==> src/rtl/monitor_prepare_ctrl.sv <==
// monitor_prepare_ctrl: controller behind the slot's prepare command (0x22).
// Holds the command's register bank and runs the busy/done status handshake
// that the monitor polls on 0x27. When an operation finishes, it can commit
// a page address to the serial/ID datapath and pulse a load strobe.
//
// Register map:
//   0x25 key   0x26 op   0x80/0x81 page address lo/hi   0x27 control/status
//   Any other address reads as 0xFF; writes to it are ignored.
//
// Ports:
//   clk_20mhz  system clock (rising edge)
//   reset      synchronous, active-high reset
//   wr_stb     one-cycle write strobe (addr <= wdata)
//   rd_stb     one-cycle read strobe
//   addr       register address within command 0x22
//   wdata      write data
//   rdata      read data, valid the cycle after rd_stb
//   rdata_vld  one-cycle pulse the cycle after rd_stb
//   busy       high while an operation is running
//   page_addr  committed page address {0x81, 0x80}
//   page_load  one-cycle pulse when page_addr updates
//   op_code    op value captured at start
//   error_o    (only with PREPARE_KEY_ERR_EN) mirrors ctrl[7]
//
// Optional feature macro: PREPARE_KEY_ERR_EN. When it is defined, a start
// request with the wrong key sets ctrl to 0x80 and raises error_o.
module monitor_prepare_ctrl #(
  parameter int unsigned BUSY_CYCLES = 200,
  parameter int unsigned WARM_READS  = 5,
  parameter logic [7:0]  KEY_VALUE   = 8'hA0
) (
  input  logic        clk_20mhz,
  input  logic        reset,
  input  logic        wr_stb,
  input  logic        rd_stb,
  input  logic [7:0]  addr,
  input  logic [7:0]  wdata,
  output logic [7:0]  rdata,
  output logic        rdata_vld,
  output logic        busy,
  output logic [15:0] page_addr,
  output logic        page_load,
`ifdef PREPARE_KEY_ERR_EN
  output logic [7:0]  op_code,
  output logic        error_o
`else
  output logic [7:0]  op_code
`endif
);

  typedef enum logic [1:0] {StIdle, StBusy, StDone} state_e;

  state_e      state_q, state_d;
  logic [7:0]  key_q, key_d;
  logic [7:0]  op_q, op_d;
  logic [7:0]  reg80_q, reg80_d;
  logic [7:0]  reg81_q, reg81_d;
  logic [7:0]  ctrl_q, ctrl_d;
  logic [7:0]  op_code_q, op_code_d;
  logic [15:0] cnt_q, cnt_d;
  logic [7:0]  warm_q, warm_d;
  logic        first_done_q, first_done_d;
  logic [15:0] page_addr_q, page_addr_d;
  logic        page_load_q, page_load_d;
  logic [7:0]  rdata_q, rdata_d;
  logic        rdata_vld_q, rdata_vld_d;

  always_comb begin
    state_d      = state_q;
    key_d        = key_q;
    op_d         = op_q;
    reg80_d      = reg80_q;
    reg81_d      = reg81_q;
    ctrl_d       = ctrl_q;
    op_code_d    = op_code_q;
    cnt_d        = cnt_q;
    warm_d       = warm_q;
    first_done_d = first_done_q;
    page_addr_d  = page_addr_q;
    page_load_d  = 1'b0;
    rdata_d      = rdata_q;
    rdata_vld_d  = rd_stb;

    // Countdown; the cycle that sees a count of 1 is the last busy cycle.
    if (state_q == StBusy) begin
      if (cnt_q == 16'd1) begin
        state_d      = StDone;
        ctrl_d       = 8'h00;
        first_done_d = 1'b1;
        if (op_code_q == 8'h06) begin
          page_addr_d = {reg81_q, reg80_q};
          page_load_d = 1'b1;
        end
      end else begin
        cnt_d = cnt_q - 16'd1;
      end
    end

    if (wr_stb) begin
      case (addr)
        8'h25: key_d   = wdata;
        8'h26: op_d    = wdata;
        8'h80: reg80_d = wdata;
        8'h81: reg81_d = wdata;
        8'h27: begin
          // Control writes are locked out while busy, so a start can never
          // collide with the completion above.
          if (state_q != StBusy) begin
            if (wdata[0] && (key_q == KEY_VALUE)) begin
              ctrl_d    = wdata;
              op_code_d = op_q;
              cnt_d     = 16'(BUSY_CYCLES);
              state_d   = StBusy;
            end else begin
`ifdef PREPARE_KEY_ERR_EN
              ctrl_d = wdata[0] ? 8'h80 : wdata;
`else
              ctrl_d = wdata;
`endif
            end
          end
        end
        default: ;
      endcase
    end

    // Reads see this cycle's write (next-state values).
    if (rd_stb) begin
      case (addr)
        8'h25: rdata_d = key_d;
        8'h26: rdata_d = op_d;
        8'h80: rdata_d = reg80_d;
        8'h81: rdata_d = reg81_d;
        8'h27: begin
          // Warm-up flag: only during the first operation after reset, and
          // only for a limited number of status polls.
          if ((state_d == StBusy) && !first_done_d && (warm_q != 8'd0)) begin
            rdata_d = ctrl_d | 8'h20;
            warm_d  = warm_q - 8'd1;
          end else begin
            rdata_d = ctrl_d;
          end
        end
        default: rdata_d = 8'hFF;
      endcase
    end
  end

  always_ff @(posedge clk_20mhz) begin
    if (reset) begin
      state_q      <= StIdle;
      key_q        <= 8'h00;
      op_q         <= 8'h00;
      reg80_q      <= 8'h00;
      reg81_q      <= 8'h00;
      ctrl_q       <= 8'h00;
      op_code_q    <= 8'h00;
      cnt_q        <= 16'd0;
      warm_q       <= 8'(WARM_READS);
      first_done_q <= 1'b0;
      page_addr_q  <= 16'h0000;
      page_load_q  <= 1'b0;
      rdata_q      <= 8'h00;
      rdata_vld_q  <= 1'b0;
    end else begin
      state_q      <= state_d;
      key_q        <= key_d;
      op_q         <= op_d;
      reg80_q      <= reg80_d;
      reg81_q      <= reg81_d;
      ctrl_q       <= ctrl_d;
      op_code_q    <= op_code_d;
      cnt_q        <= cnt_d;
      warm_q       <= warm_d;
      first_done_q <= first_done_d;
      page_addr_q  <= page_addr_d;
      page_load_q  <= page_load_d;
      rdata_q      <= rdata_d;
      rdata_vld_q  <= rdata_vld_d;
    end
  end

  assign rdata     = rdata_q;
  assign rdata_vld = rdata_vld_q;
  assign busy      = (state_q == StBusy);
  assign page_addr = page_addr_q;
  assign page_load = page_load_q;
  assign op_code   = op_code_q;
`ifdef PREPARE_KEY_ERR_EN
  assign error_o   = ctrl_q[7];
`endif

endmodule

==> config.mk <==
export PLATFORM = sky130hd
export DESIGN_NAME = monitor_prepare_ctrl
export DESIGN_NICKNAME = d
export VERILOG_FILES = /design/src/rtl/monitor_prepare_ctrl.sv
export SDC_FILE = /design/constraint.sdc
export NUM_CORES = 1
export LEC_CHECK = 0
export BUFFER_PORTS_ARGS = -buffer_cell sky130_fd_sc_hd__buf_2
export CORE_MARGIN = 2
export CORE_UTILIZATION = 35
export CTS_CLUSTER_DIAMETER = 40
export DETAILED_ROUTE_END_ITERATION = 10
export PLACE_DENSITY = 0.5
export SLEW_MARGIN = 40
export SYNTH_ARGS = -nofsm -noshare
export SYNTH_HDL_FRONTEND = slang
export SYNTH_SLANG_ARGS = --single-unit
==> constraint.sdc <==
create_clock -name clk_20mhz -period 3 [get_ports clk_20mhz]
set_clock_uncertainty 0.15 [all_clocks]
set_input_delay 0.15 -clock clk_20mhz [delete_from_list [all_inputs] [get_ports clk_20mhz]]
set_output_delay 0.15 -clock clk_20mhz [all_outputs]
set_load 0.02 [all_outputs]
After elaboration in Yosys (flattened, before gate mapping)

Cells that the tools add are included.

Logic and storage cells: 68
Bits in registers: 101

Mux-type cells: 30
$add $sub $neg: 2
Equal/unequal tests: 11
Bitwise logic cells: 2
Reduce and logical (&&, ||, !) cells: 9

Operator list:

| operator              | number |
|---|---|
| $mux 8                | 13 |
| $mux 16               | 6 |
| $pmux 8 s5            | 1 |
| $eq 8x6->1 const B    | 3 |
| $eq 8x8->1 const B    | 3 |
| $eq 16x1->1 const B   | 1 |
| $sub 16x1->16 const B | 1 |
| $mux 2                | 6 |
| $eq 8x3->1 const B    | 1 |
| $reduce_bool 8->1     | 1 |
| $sub 8x1->8 const B   | 1 |
| $mux 6                | 1 |
| $reduce_and 3->1      | 2 |
| $eq 2x1->1 const B    | 2 |
| $reduce_and 4->1      | 1 |
| $logic_and 1x1->1     | 3 |
| $mux 1                | 3 |
| $reduce_or 3->1       | 1 |
| $ne 2x1->1 const B    | 1 |
| $not 1->1             | 2 |
| $logic_not 1->1       | 1 |

Depth between registers and ports, before layout

Gate-level depths: netlist of the first run.

Depth in word-level cells: 12
Mapped depth: 9
Depth with buffers taken out: 7

Worst setup path after synthesis of the first run

Ideal clock, no wire load.

Kind: register -> register
Start: register cnt_q[2]
End: register page_addr_q[10] (netlist: page_addr[10])
Stages on the path, launching flop included: 9
Library setup time: 0.128 ns
Path slack: 0.278 ns
Data required time: 2.722 ns
Period minus slack after synthesis: 2.722 ns
Arrival time: 2.445 ns
Cells stage by stage: dfxtp_1 -> or4_1 -> buf_2 -> or4_4 -> buf_6 -> nor3_4 -> buf_8 -> mux2i_1 -> nor2_1

Longest elaborated chain between the ends: 2

Ends and longest elaborated chain:

| item                              | RTL line | source |
|---|---|---|
| from (decl)                       | 60       | `logic [15:0] cnt_q, cnt_d;` |
| from (signal assigned)            | 173      | `cnt_q <= cnt_d;` |
| $eq 16x1->1                       | 86       | `if (cnt_q == 16'd1) begin` |
| $reduce_and 3->1 (no source line) | --       |  |
| to (signal assigned)              | 176      | `page_addr_q <= page_addr_d;` |
| to (decl)                         | 63       | `logic [15:0] page_addr_q, page_addr_d;` |

No other way between the ends.
A chain may end at the register's enable or synchronous reset.

Final worst setup path of the first run

Start: register cnt_q[2]
End: register warm_q[5]

Longest elaborated chain between the ends: 11

Ends and longest elaborated chain:

| item                                  | RTL line | source |
|---|---|---|
| $eq 16x1->1 (*)                       | 86       |  |
| $mux 2                                | 86       |  |
| $mux 2                                | 85       | `if (state_q == StBusy) begin` |
| $mux 2                                | 109      | `if (wdata[0] && (key_q == KEY_VALUE)) begin` |
| $mux 2                                | 108      | `if (state_q != StBusy) begin` |
| $mux 2                                | 100      | `case (addr)` |
| $mux 2                                | 99       | `if (wr_stb) begin` |
| $eq 2x1->1                            | 137      | `if ((state_d == StBusy) && !first_done_d && (warm_q != 8'd0)) begin` |
| $logic_and 1x1->1 (*) (2 in series)   | 137      |  |
| $reduce_and 3->1 (no source line) (*) | --       |  |
| to (signal assigned)                  | 159      | `warm_q <= 8'(WARM_READS);` |
| to (signal assigned)                  | 174      | `warm_q <= warm_d;` |
| to (decl)                             | 61       | `logic [7:0] warm_q, warm_d;` |

Every way passes the cells marked *; elsewhere a longest branch is shown, timed or not.

==> results.cfg, run 1 <==
[sta]
min_period_ps = 2740
post-route-period-util = 0.914
setup_ws_ps = 259
hold_violations = 0
tns_ps = 0
slew_headroom = 0.558
fmax_ghz = 0.365
drv_slew = 0
holdWs_ps = 48.1
rsz0062_at_grt = false
setup_viol = 0
worst_slew_pin_slew_ps = 657

[route]
wl_per_cell_um = 15.6
postRouteAntennaNets = 0
drc = 0
drtIter0Drc = 228
wl_um = 11700
firstDrtPassIters = 4
num_vias = 3849
viasPerCell = 5.13

[setup_path]
cp_slowest_cell = or4_4
path_cells = or4_1 > or4_4 > o2111ai_2 > nor3_1 > mux2_2
worstSetupPathType = register to register
worstSetupEndpointType = register
crit_arrival_ps = 2830
critPathMaxStageDelay_ps = 740
crit_required_ps = 3090
critPathLaunchType = register
critPathMaxFanout = 28
path_buf_inv = 0
crit_family = simple AND/OR/NAND/NOR gates

[run]
maxCapViolCount = 0

[floorplan]
rows = 41
core_sq_mm = 0.0127
fp.dieW_um = 119
fp.dieH_um = 119
io_pins = 55
start_util = 0.362
design.die.area_sq_mm = 0.0141

[cells_and_area]
final_util = 0.429
instances_no_fill = 751
drive_gt1_frac = 0.176
multi_input_area_sq_mm = 0.00242
final_nets = 598
nFillCells = 1332
area_growth_pct = 18.7
seqCellArea_sq_mm = 0.00202
fin_area_sq_mm = 0.00546
antenna_cells = 0

[status]
status = finished, final reports clean

[clock_network]
clock-sinks = 101
h-tree-depth = 3
cts_tree = done
cts-buffers-inserted = 9
cts_setup_buffers = 0
worstSkewPairLatency_ps = 350
clock_path_buffers = 2
clk_transition_reported_paths_ps = 70
root_buffer = clkbuf_16
ctsHoldBuffers = 9
ctsResizeCount = 0

[yosys]
ys.flop_type = dfxtp_1
yosysMostFrequentCell = dfxtp_1
async_flop_share = 0
synth_cell_types = 56
seq_area_frac_synth = 0.439
synth_seq_cells = 101
synth_top_area_share = 0.439
synth_area_sq_mm = 0.00460
synth_edf_count = 0
synth_warnings = 0
avgSynthCellArea_sq_um = 8.88
yosys.area.top_type = dfxtp_1
synth_fp_nets = 542
synthTopCellsByArea = dfxtp_1 (44%), mux2i_1 (12%), nor2_1 (7.3%)
yosys-top-cells-count = dfxtp_1 (101), nor2_1 (89), mux2i_1 (53)
syn_inst = 518

[global_routing]
gr-total-overflow = 0
grt_start_max_net_pins = 45
antenna_found_initial = 1
grt_usage = 0.171
grt_pass1_vias = 3602
grt_first_pass_wirelength_um = 19000

[placement]
dp.cells = 726
placed_area_sq_mm = 0.00507
pre_cts_slack_ps = 282
place_congestion = 0.855
hpwl_um = 8360
numPortBuffers = 54

[power]
p_clk_frac = 0.448
p_comb_frac = 0.047
p_seq_frac = 0.505
swShare = 0.237
switchingPower_mw = 0.635
p_per_area_mw_per_mm2 = 491
p_int_mw = 2.05
p_total_mw = 2.68
ir_drop_uv = 322
leakagePower_nw = 2.10

[min_path]
hp-class = input port to register
power groups by stage:
| stage | combinational, mW | sequential (mW) | clock (mW) |
|---|---|---|---|
| 2_1_floorplan | 0.0569 | 1.40 | 0 |
| 3_3_place_gp | 0.119 | 1.38 | 0 |
| 3_5_place_dp | 0.119 | 1.39 | 0 |
| 4_1_cts | 0.128 | 1.35 | 1.24 |
| 5_1_grt | 0.138 | 1.35 | 1.28 |
| 6_report | 0.127 | 1.35 | 1.20 |
state kept, by name (all words and copies together), names as in the netlist:
signal and flops:
warm_q 8, first_done_q 1, page_addr 16, state_q 2, rdata_vld 1, rdata 8
op_code 8, ctrl_q 8, cnt_q 16, reg81_q 8, key_q 8, page_load 1
op_q 8, reg80_q 8
final timing paths:
kind	startpoint	to	slack, ps	cells past startpoint
worst max-delay path	cnt_q[2]$_SDFF_PP0_	warm_q[5]$_SDFFE_PP0P_	260	5
worst min-delay path	rd_stb	rdata_vld$_SDFF_PP0_	50	2
worst max register to register	cnt_q[2]$_SDFF_PP0_	warm_q[5]$_SDFFE_PP0P_	260	5
worst min register to register	cnt_q[9]$_SDFF_PP0_	cnt_q[9]$_SDFF_PP0_	330	2
cell families after synthesis:
kind of cell	share of synthesized area
and+or+nand+nor	0.241
DFF	0.439
adders and majority gates	0.0109
buffers and inverters	0.0356
muxes	0.135
xor gates and xnor gates	0.0267
AOI/OAI and AO/OA	0.111
layer usage:
metal	vias to the layer above	GRT usage	wire length, um	part of all wire
li1	1959	-	-	-
met5	-	0	8	0.00068
met2	60	0.265	5320	0.45
met3	21	0.0502	469	0.040
met1	1807	0.223	5640	0.48
met4	2	0.0655	288	0.025
cell type report:
class	count	area share
clock buffer	10	0.0419
clock inverter	6	0.0131
inverter	6	0.00413
multi-input combinational	379	0.444
sequential	101	0.370
tap	172	0.0394
timing repair buffer	77	0.0876
cell usage in the layout, fill, tap and decap left out, drive strengths merged, types with 3 or more instances in the layout:
cell type / n
and2: 3
and3: 4
o211ai: 8
nand3: 8
inv: 8
nand2b: 6
buf: 68
a311oi: 3
or4: 10
a31oi: 4
or3: 6
xor2: 13
nor3: 13
dfxtp: 101
a32oi: 6
nor2b: 5
clkbuf: 10
nand2: 46
nor2: 89
a21oi: 30
o21a: 3
nor4: 12
a21o: 4
mux2i: 53
o31a: 4
dlygate4sd3: 9
ha: 4
nand4: 12
o31ai: 3
mux2: 8
No activity file was read; power rests on OpenSTA's default activity.
==> run 2, diff against run 1 <==
==> constraint.sdc (replaced) <==
create_clock -name clk_20mhz -period 3 [get_ports clk_20mhz]
set_clock_uncertainty 0.15 [all_clocks]
set_input_delay 0.6 -clock clk_20mhz [delete_from_list [all_inputs] [get_ports clk_20mhz]]
set_output_delay 0.6 -clock clk_20mhz [all_outputs]
set_load 0.02 [all_outputs]
==> results.cfg, run 2 (synthesis results as in run 1) <==
[route]
drtIter0Drc = 306
wl_per_cell_um = 16.1
viasPerCell = 5.16
num_vias = 3869
postRouteAntennaNets = 0
firstDrtPassIters = 4
drc = 0
wl_um = 12100

[power]
p_seq_frac = 0.529
leakagePower_nw = 2.10
swShare = 0.231
p_per_area_mw_per_mm2 = 474
switchingPower_mw = 0.591
ir_drop_uv = 368
p_comb_frac = 0.048
p_clk_frac = 0.422
p_int_mw = 1.97
p_total_mw = 2.56

[cells_and_area]
area_growth_pct = 17.3
antenna_cells = 0
drive_gt1_frac = 0.189
final_util = 0.424
final_nets = 598
mostFrequentLayoutCells = dfxtp_1 (101), nor2_1 (89), buf_2 (54)
final_common_cell = dfxtp_1

[clock_network]
cts_setup_buffers = 0
worstSkewPairLatency_ps = 350
cts_tree = done
clk_transition_reported_paths_ps = 70
h-tree-depth = 3
root_buffer = clkbuf_16
clock-sinks = 101
clock_path_buffers = 2
ctsHoldBuffers = 0
ctsResizeCount = 0
cts-buffers-inserted = 9

[placement]
hpwl_um = 8430
numPortBuffers = 54
place_congestion = 0.837

[setup_path]
critPathLaunchType = register
worstSetupStartpoint = cnt_q[2]$_SDFF_PP0_
crit_arrival_ps = 2770
path_buf_inv = 0
r2r-end = warm_q[5]$_SDFFE_PP0P_
crit_required_ps = 3090
ff2ff_path_depth = 5
crit_end = warm_q[5]$_SDFFE_PP0P_
r2r_slack_ps = 320
crit_family = simple AND/OR/NAND/NOR gates
critPathMaxFanout = 21
cp.depth = 5
critPathMaxStageDelay_ps = 720
path_cells = or4_1 > or4_4 > o2111ai_2 > nor3_1 > mux2_2
regToRegStartpoint = cnt_q[2]$_SDFF_PP0_
cp_slowest_cell = or4_4
worstSetupPathType = register to register
worstSetupEndpointType = register

[global_routing]
grt_usage = 0.175
gr-total-overflow = 0
grt_start_max_net_pins = 37
grt_first_pass_wirelength_um = 19100
antenna_found_initial = 0
grt_pass1_vias = 3624

[status]
status = finished, final reports clean

[min_path]
hp-start = cnt_q[9]$_SDFF_PP0_
holdPathStages = 2
hp-class = register to register

[sta]
min_period_ps = 2680
fmax_ghz = 0.373
drv_slew = 0
slew_headroom = 0.548
worst_slew_pin_slew_ps = 671
rsz0062_at_grt = false
post-route-period-util = 0.893
hold_violations = 0
tns_ps = 0
setup_viol = 0
holdWs_ps = 323

[floorplan]
fp.dieW_um = 119
core_sq_mm = 0.0127
rows = 41
io_pins = 55
design.die.area_sq_mm = 0.0141
start_util = 0.362
fp.dieH_um = 119

[run]
maxCapViolCount = 0
-- run 2: worst min-delay path by stage --
stage / end / slack [ps]
global route: cnt_q[9]$_SDFF_PP0_ / 340
floorplan: cnt_q[9]$_SDFF_PP0_ / 290
finish: cnt_q[9]$_SDFF_PP0_ / 320
global placement: cnt_q[9]$_SDFF_PP0_ / 310
CTS: cnt_q[9]$_SDFF_PP0_ / 320
detailed placement: cnt_q[9]$_SDFF_PP0_ / 300
-- run 2: power groups by stage --
stage | combinational, mW | clock [mW] | sequential, mW
2_1_floorplan | 0.0569 | 0 | 1.40
3_3_place_gp | 0.124 | 0 | 1.39
3_5_place_dp | 0.125 | 0 | 1.39
4_1_cts | 0.125 | 1.13 | 1.35
5_1_grt | 0.135 | 1.17 | 1.35
6_report | 0.123 | 1.08 | 1.35
-- run 2: stage by stage --
stage,cells,setup slack (ps),instance area (sq um)
floorplan,518,175,4600
global placement,735,43.1,5130
detailed placement,735,-13.3,5130
CTS,750,321,5400
global route,750,160,5400
finish,750,321,5400
-- run 2: final cells by class --
cell class	count	area, sq um
Inverter	6	22.5
Fill cell	1315	7330
Clock inverter	4	23.8
Sequential cell	101	2020
Timing Repair Buffer	77	455
Tap cell	172	215
Clock buffer	11	243
Multi-Input combinational cell	379	2410
-- run 2: worst register-to-register path, stage by stage, from the launching register on --
cell,delay [ps]
dfxtp_1,360
or4_1,560
or4_4,720
o2111ai_2,410
nor3_1,100
mux2_2,280
-- run 2: layer usage --
layer	track usage	up-vias	part of all wire
met1	0.228	1824	0.47
met2	0.267	75	0.47
met3	0.0531	10	0.042
met4	0.0722	0	0.016
met5	0	-	0
li1	-	1960	-
